--- src/rtl/dmem_port_arbiter_pkg.sv ---
// dmem_port_arbiter_pkg: shared memory-op, size and owner codes plus strobe/replication helpers.
package dmem_port_arbiter_pkg;

  typedef enum logic [1:0] {
    MEM_DISABLE   = 2'b00,
    MEM_READ_SEXT = 2'b01,
    MEM_READ_ZEXT = 2'b10,
    MEM_WRITE     = 2'b11
  } mem_op_e;

  typedef enum logic [1:0] {
    SIZE_BYTE     = 2'b00,
    SIZE_HALFWORD = 2'b01,
    SIZE_WORD     = 2'b10
  } mem_size_e;

  typedef enum logic {
    OWN_CORE = 1'b0,
    OWN_LD   = 1'b1
  } owner_e;

  typedef struct packed {
    logic       rd;
    logic       err;
    owner_e     owner;
    logic [1:0] op;
    logic [1:0] size;
    logic [1:0] off;
  } resp_t;

  // size 2'b11 falls through to the word case everywhere below
  function automatic logic misaligned(input logic [1:0] size, input logic [1:0] off);
    return size == SIZE_HALFWORD ? off[0] : size[1] ? |off : 1'b0;
  endfunction

  function automatic logic [3:0] byte_strobe(input logic [1:0] size, input logic [1:0] off);
    return size == SIZE_BYTE     ? 4'b0001 << off :
           size == SIZE_HALFWORD ? (off[1] ? 4'b1100 : 4'b0011) : 4'b1111;
  endfunction

  function automatic logic [31:0] replicate(input logic [1:0] size, input logic [31:0] wdata);
    return size == SIZE_BYTE     ? {4{wdata[7:0]}} :
           size == SIZE_HALFWORD ? {2{wdata[15:0]}} : wdata;
  endfunction

endpackage

--- src/rtl/dmem_port_arbiter_load_align_ext.sv ---
// load_align_ext: selects the byte/halfword lane of a read word and sign- or zero-extends it.
//   dout   : raw BRAM read word
//   offset : byte offset addr[1:0] of the access
//   size   : access size code
//   op     : memory op code (selects sign vs zero extension)
//   data   : aligned, extended result (words pass through)
module load_align_ext
  import dmem_port_arbiter_pkg::*;
(
  input  logic [31:0] dout,
  input  logic [1:0]  offset,
  input  logic [1:0]  size,
  input  logic [1:0]  op,
  output logic [31:0] data
);
  logic [7:0]  lane_b;
  logic [15:0] lane_h;
  logic        sext;
  always_comb begin
    lane_b = dout[{offset, 3'b000} +: 8];
    lane_h = offset[1] ? dout[31:16] : dout[15:0];
    sext   = op == MEM_READ_SEXT;
    data   = size == SIZE_BYTE     ? {{24{sext & lane_b[7]}}, lane_b} :
             size == SIZE_HALFWORD ? {{16{sext & lane_h[15]}}, lane_h} : dout;
  end
endmodule

--- src/rtl/dmem_port_arbiter.sv ---
// dmem_port_arbiter: shares BRAM port B between the core load/store unit and the loader.
//   clk, reset                      : clock, asynchronous active-low reset
//   core_req/op/size/addr/wdata     : core request (op 00 means no request)
//   core_gnt/rvalid/rdata/err       : core grant, read response, misalignment flag
//   ld_req/we/addr/wdata            : loader word request
//   ld_gnt/rvalid/rdata             : loader grant and raw read response
//   enaB/weB/addrB/dinB/doutB       : BRAM port B (one-cycle read latency)
module dmem_port_arbiter
  import dmem_port_arbiter_pkg::*;
#(
  parameter int ADDR_W       = 13,
  parameter int STARVE_LIMIT = 8
) (
  input  logic              clk,
  input  logic              reset,
  input  logic              core_req,
  input  logic [1:0]        core_op,
  input  logic [1:0]        core_size,
  input  logic [31:0]       core_addr,
  input  logic [31:0]       core_wdata,
  output logic              core_gnt,
  output logic              core_rvalid,
  output logic [31:0]       core_rdata,
  output logic              core_err,
  input  logic              ld_req,
  input  logic              ld_we,
  input  logic [31:0]       ld_addr,
  input  logic [31:0]       ld_wdata,
  output logic              ld_gnt,
  output logic              ld_rvalid,
  output logic [31:0]       ld_rdata,
  output logic              enaB,
  output logic [3:0]        weB,
  output logic [ADDR_W-1:0] addrB,
  output logic [31:0]       dinB,
  input  logic [31:0]       doutB
);
  localparam int CNT_W = $clog2(STARVE_LIMIT + 1);

  logic [CNT_W-1:0] starve;
  resp_t            resp;
  logic             core_act, core_mis, core_wr, ld_win, starved;
  logic [31:0]      aligned;
  logic             unused_bits;

  assign core_act = core_req && core_op != MEM_DISABLE;
  assign core_mis = misaligned(core_size, core_addr[1:0]);
  assign core_wr  = core_op == MEM_WRITE;
  assign starved  = starve == CNT_W'(STARVE_LIMIT);
  assign ld_win   = ld_req && (!core_act || starved);

  // grants are forced low while reset is asserted
  assign ld_gnt   = reset && ld_win;
  assign core_gnt = reset && core_act && !ld_win;

  // a misaligned core access is granted but never touches the BRAM
  assign enaB  = ld_gnt || (core_gnt && !core_mis);
  assign weB   = ld_gnt ? {4{ld_we}} :
                 (core_gnt && !core_mis && core_wr) ? byte_strobe(core_size, core_addr[1:0]) : 4'b0000;
  assign addrB = ld_win ? ld_addr[ADDR_W+1:2] : core_addr[ADDR_W+1:2];
  assign dinB  = ld_win ? ld_wdata : replicate(core_size, core_wdata);

  always_ff @(posedge clk or negedge reset) begin
    if (!reset) begin
      starve <= '0;
      resp   <= '0;
    end else begin
      starve     <= (!ld_req || ld_gnt) ? '0 : starved ? starve : starve + 1'b1;
      resp.rd    <= (ld_gnt && !ld_we) || (core_gnt && !core_wr);
      resp.err   <= core_gnt && core_mis;
      resp.owner <= ld_gnt ? OWN_LD : OWN_CORE;
      resp.op    <= core_op;
      resp.size  <= core_size;
      resp.off   <= core_addr[1:0];
    end
  end

  load_align_ext u_align (
    .dout  (doutB),
    .offset(resp.off),
    .size  (resp.size),
    .op    (resp.op),
    .data  (aligned)
  );

  assign core_rvalid = resp.rd && resp.owner == OWN_CORE;
  assign core_err    = resp.err;
  assign core_rdata  = (core_rvalid && !resp.err) ? aligned : '0;
  assign ld_rvalid   = resp.rd && resp.owner == OWN_LD;
  assign ld_rdata    = ld_rvalid ? doutB : '0;

  assign unused_bits = ^{core_addr[31:ADDR_W+2], ld_addr[31:ADDR_W+2], ld_addr[1:0]};

endmodule

--- config.mk ---
export PLATFORM = sky130hd
export DESIGN_NAME = dmem_port_arbiter
export DESIGN_NICKNAME = d
export VERILOG_FILES = /design/src/rtl/dmem_port_arbiter_pkg.sv /design/src/rtl/dmem_port_arbiter_load_align_ext.sv /design/src/rtl/dmem_port_arbiter.sv
export SDC_FILE = /design/constraint.sdc
export NUM_CORES = 1
export LEC_CHECK = 0
export ABC_AREA = 1
export CAP_MARGIN = 20
export CORE_AREA = 2 2 111 113
export CTS_CLUSTER_SIZE = 40
export DETAILED_ROUTE_END_ITERATION = 6
export DIE_AREA = 0 0 113 115
export GPL_ROUTABILITY_DRIVEN = 1
export PLACE_DENSITY = 0.78
export SYNTH_ARGS = -nofsm -noshare
export SYNTH_HDL_FRONTEND = slang
export SYNTH_HIERARCHICAL = 1
export SYNTH_SLANG_ARGS = --single-unit
export TNS_END_PERCENT = 20
--- constraint.sdc ---
create_clock -name clk -period 1.6 [get_ports clk]
set_clock_uncertainty 0.15 [all_clocks]
set_input_delay 0.32 -clock clk [delete_from_list [all_inputs] [get_ports clk]]
set_output_delay 0.32 -clock clk [all_outputs]
set_load 0.05 [all_outputs]
# Yosys cells after proc, flatten, opt, wreduce, memory -nomap -nowiden
# Cells that the tools add are included.
[word_totals]
regBits = 13
wordCells = 66
[op_classes]
muxes = 19
add_sub_neg = 1
reduce_logical = 28
n_bitwise = 3
n_eq_ne = 6
shift = 2
[op_table]
columns = ["cell", "n"]
rows = [
  ["32-bit 2-to-1 mux", 7],
  ["32-bit by 6-bit indexed part select with 8-bit output", 1],
  ["4-bit 2-to-1 mux", 7],
  ["16-bit 2-to-1 mux", 1],
  ["1-bit logical AND", 13],
  ["13-bit 2-to-1 mux", 1],
  ["1-bit zero test", 7],
  ["2-bit by 1-bit equality test with 1-bit output (second input constant)", 3],
  ["4-bit by 1-bit adder with 4-bit output (second input constant)", 1],
  ["4-bit equality test (second input constant)", 1],
  ["2-bit zero test", 2],
  ["1-bit logical OR", 4],
  ["1-bit by 2-bit left shift with 4-bit output (first input constant)", 1],
  ["1-bit 2-to-1 mux", 3],
  ["1-bit AND", 2],
  ["2-bit equality test (second input constant)", 1],
  ["2-bit by 1-bit != test with 1-bit output (second input constant)", 1],
  ["2-bit nonzero test", 1],
  ["2-bit OR reduction", 1],
  ["1-bit inverter", 1],
]

# Depth between registers and ports, before layout
[logic_depth]
depth_word = 11
mapped_depth = 10
ltp_nobuf = 9

# Modules after synthesis
# Netlist, hierarchy kept.
[by_module_without_submodules]
columns = ["mod", "n_inst", "cells_each", "area_each_um2", "seq_area_each_um2"]
rows = [
  ["dmem_port_arbiter", 1, 382, 1993.2, 325.3],
  ["load_align_ext", 1, 247, 1077.3, 0.0],
]

# Least setup slack after synthesis
# No wires, ideal clock.
[synth_timing]
path_kind = "reg-to-output"
startpoint = "register resp[6] (netlist name)"
endpoint = "output core_rdata[0]"
arrival_ns = 2.206
slack_ns = -1.076
path_buffers = 1
stages_incl_launch_ff = 5
required_time_ns = 1.130
path_cell_list = "dfrtp_1 -> nor2_1 -> nand2_1 -> clkbuf_1 -> nor2_1"
[synth_between]
elab_chain_len = 4
[synth_rtl]
columns = ["element", "line", "text"]
rows = [
  ["from (decl)", "dmem_port_arbiter.sv:41", "resp_t resp;"],
  ["1-bit inverter", "dmem_port_arbiter.sv:86", "assign core_rvalid = resp.rd && resp.owner == OWN_CORE;"],
  ["1-bit logical AND", "dmem_port_arbiter.sv:86", ""],
  ["named net core_rvalid", "dmem_port_arbiter.sv:22", "output logic core_rvalid,"],
  ["1-bit logical AND", "dmem_port_arbiter.sv:88", "assign core_rdata = (core_rvalid && !resp.err) ? aligned : '0;"],
  ["32-bit 2-to-1 mux", "dmem_port_arbiter.sv:88", ""],
  ["to (decl)", "dmem_port_arbiter.sv:23", "output logic [31:0] core_rdata,"],
]
# The timed path passes the listed nets, and every way through them passes these cells.

# Worst setup path after layout
[layout_timing]
startpoint = "register starve[0]"
endpoint = "output enaB"
[layout_between]
elab_chain_len = 7
[layout_rtl]
columns = ["element", "line", "text"]
rows = [
  ["from (decl)", "dmem_port_arbiter.sv:40", "logic [CNT_W-1:0] starve;"],
  ["from (signal assigned)", "dmem_port_arbiter.sv:68", "starve <= (!ld_req || ld_gnt) ? '0 : starved ? starve : starve + 1'b1;"],
  ["4-bit equality test *", "dmem_port_arbiter.sv:49", "assign starved = starve == CNT_W'(STARVE_LIMIT);"],
  ["1-bit logical OR *", "dmem_port_arbiter.sv:50", "assign ld_win = ld_req && (!core_act || starved);"],
  ["1-bit logical AND *", "dmem_port_arbiter.sv:50", ""],
  ["1-bit zero test", "dmem_port_arbiter.sv:54", "assign core_gnt = reset && core_act && !ld_win;"],
  ["1-bit logical AND", "dmem_port_arbiter.sv:54", ""],
  ["1-bit logical AND", "dmem_port_arbiter.sv:57", "assign enaB = ld_gnt || (core_gnt && !core_mis);"],
  ["1-bit logical OR *", "dmem_port_arbiter.sv:57", ""],
  ["to (decl)", "dmem_port_arbiter.sv:32", "output logic enaB,"],
]
# Every way passes the cells marked *; elsewhere a longest branch is shown, timed or not.

==> results.ini <==
[timing]
tightest_slew_ns = 0.447
hold_viol_final = 0
fin_crit_ns = 2.30
slew_violations = 0
finalSetupTns_ns = -53.61
rsz0062_at_grt = true
period_share = 1.44
maxSlewHeadroom = 0.702
max_freq_mhz = 435
finalSetupViolations = 120
setup_ws_ns = -0.697

[power]
power.share.clock = 0.119
p_switching_uw = 1800
sw_frac_of_total = 0.452
power.leakage_uw = 0.00434
peakVddDrop_mv = 0.342
seq_power_share = 0.092
p_comb_frac = 0.789
intPower_uw = 2180
power_density_nw_per_um2 = 439

[die]
initial_core_util = 0.260
die_x_um = 113
core_um2 = 11800
die-area_um2 = 13000
ios = 288
rows = 40
die_y_um = 115

[setup_path]
crit_start = starve[0]
startpoint_type = flop
critPathCaptureType = output port
crit_type = reg -> out
reg2reg_depth = 10
regToRegSetupSlack_ns = -0.09
worstPathRequired_ns = 1.13
cp_max_fo = 6
r2r-start = starve[0]
r2r-end = resp[8]
worstPathArrival_ns = 1.83
endpoint = enaB

[final_layout]
final_cell_area_um2 = 9070
drive_gt1_frac = 0.499
mostFrequentLayoutCells = nand2_1 (188), buf_12 (129), clkdlybuf4s50_1 (115)
syn2layout_area_growth_pct = 195
nNetsFinal = 1136
fin_cells = 1114
mostFrequentLayoutCell = nand2_1

[routing]
drt_first_pass_iters = 7
vias = 5306
drc = 17
antenna_left = 0
wl_per_cell_um = 16.3
wl_mm = 18.2
drtIter0Drc = 267
vias_per_cell = 4.76

[clock_network]
clockBufferDepth = 2
clk_pin_slew_ns = 0.04
cts_root_buf = clkbuf_16
hold_buffers = 0
clk_latency_ns = 0.24
cts_tree = done
clock-sinks = 13
cts-buffers-inserted = 3
cts-htree-levels = 1

[placement]
place.gp.congestion = 0.922
port_buffers = 251
placed_cell_area_um2 = 8160
dp_slack_ns = -0.754
dp_cells = 1085
dp_hpwl_mm = 13.2

[worst_hold_path]
min_delay_path_depth = 1
hp-class = in -> reg

[global_route]
grt_pass1_vias = 5436
antenna_found_initial = 3
grt-ovfl-total = 0
gr-usage-all-layers = 0.260
grt_start_max_net_pins = 34
grt_pass1_wl_mm = 27.1

[yosys]
ys_seq_area_frac = 0.106
netlist.area_leader.share = 0.325
synth_area_leader_cell = nand2_1
syn_inst = 629
yosysWarnings = 6
yosys-top-cells-area = nand2_1 (33%), inv_1 (16%), nor2_1 (11%)
ys_ff_latch = 13
ys_types = 33
synth_nets = 800
synth_area_um2 = 3070
syn-mean-instance-area_um2 = 4.88

[status]
violations = DRC, setup timing
outcome = finished with violations

[job]
cap_viol_max_count = 0

-- power by group through the flow --
stage	registers [µW]	clock network [µW]	logic [µW]
floorplan	370	0	1410
global placement	368	0	2810
detailed placement	370	0	2840
CTS	367	475	3020
global route	369	494	3290
finish	367	473	3140
-- critical path, stage by stage, from the launching register on --
cell and delay, ns:
dfrtp_1 0.38, inv_2 0.08, ha_4 0.15, nand3_4 0.09, nand2_8 0.11, nand2_8 0.10, buf_6 0.17, nand2_4 0.07
clkinvlp_4 0.13, nand2_4 0.09, nand2_4 0.06, buf_12 0.15
-- sequential cells by signal, indices dropped and copies added (netlist names) --
name / flops
core_err: 1
resp: 8
starve: 4
-- cells by family after synthesis --
family / synth area share
simple gates: 0.568
buf+inv: 0.229
xor+xnor: 0.00856
flops: 0.106
compound gates: 0.0795
fa+ha+maj: 0.00815
-- how the worst min path moves through the flow --
stage,endpoint,start
6_report,resp[5],core_op[1]
2_1_floorplan,core_err,reset
3_5_place_dp,starve[1],starve[2]
4_1_cts,resp[5],core_op[1]
3_3_place_gp,starve[1],starve[2]
5_1_grt,resp[5],core_op[1]
-- metal layers --
layer	wire length [µm]	share of wire	vias to the layer above	track usage
met2	9600	0.53	302	0.496
met5	0	0	-	0
met1	5930	0.33	2411	0.261
met3	1580	0.087	62	0.0585
met4	1050	0.058	0	0.146
li1	-	-	2531	-
-- area by class of cell --
| class | instances | area [µm²] |
|---|---|---|
| Timing Repair Buffer | 360 | 4790 |
| Multi-Input combinational cell | 454 | 3150 |
| Fill cell | 755 | 2740 |
| Inverter | 133 | 527 |
| Sequential cell | 13 | 330 |
| Tap cell | 147 | 184 |
| Clock buffer | 4 | 78.8 |
| Antenna cell | 3 | 7.51 |
-- cells in the mapped netlist (all sizes together) --
cell type and number:
a21oi 5, a22oi 1, a31oi 16, buf 20
clkbuf 11, dfrtp 13, ha 2, inv 133
nand2 269, nand3 36, nand4 11, nor2 94
nor3 1, nor3b 1, o21a 8, o21bai 4
o22ai 1, xnor2 1, xor2 2
-- timing repair --
item / CTS / global route
cloned: 7 / 0
resized for setup: 132 / 76
pin swaps: 22 / 19
setup endpoints to repair: 119 / 120
setup buffers: 11 / 5
-- stage by stage --
stage	util	total power (µW)	hold slack, ns
after CTS	0.746	3860	0.216
after floorplan	-	1780	-0.126
after global routing	0.768	4150	0.241
after global placement	0.691	3170	0.423
final	0.768	3980	0.237
after detailed placement	0.691	3210	0.434
(Power assumes the default switching activity.)
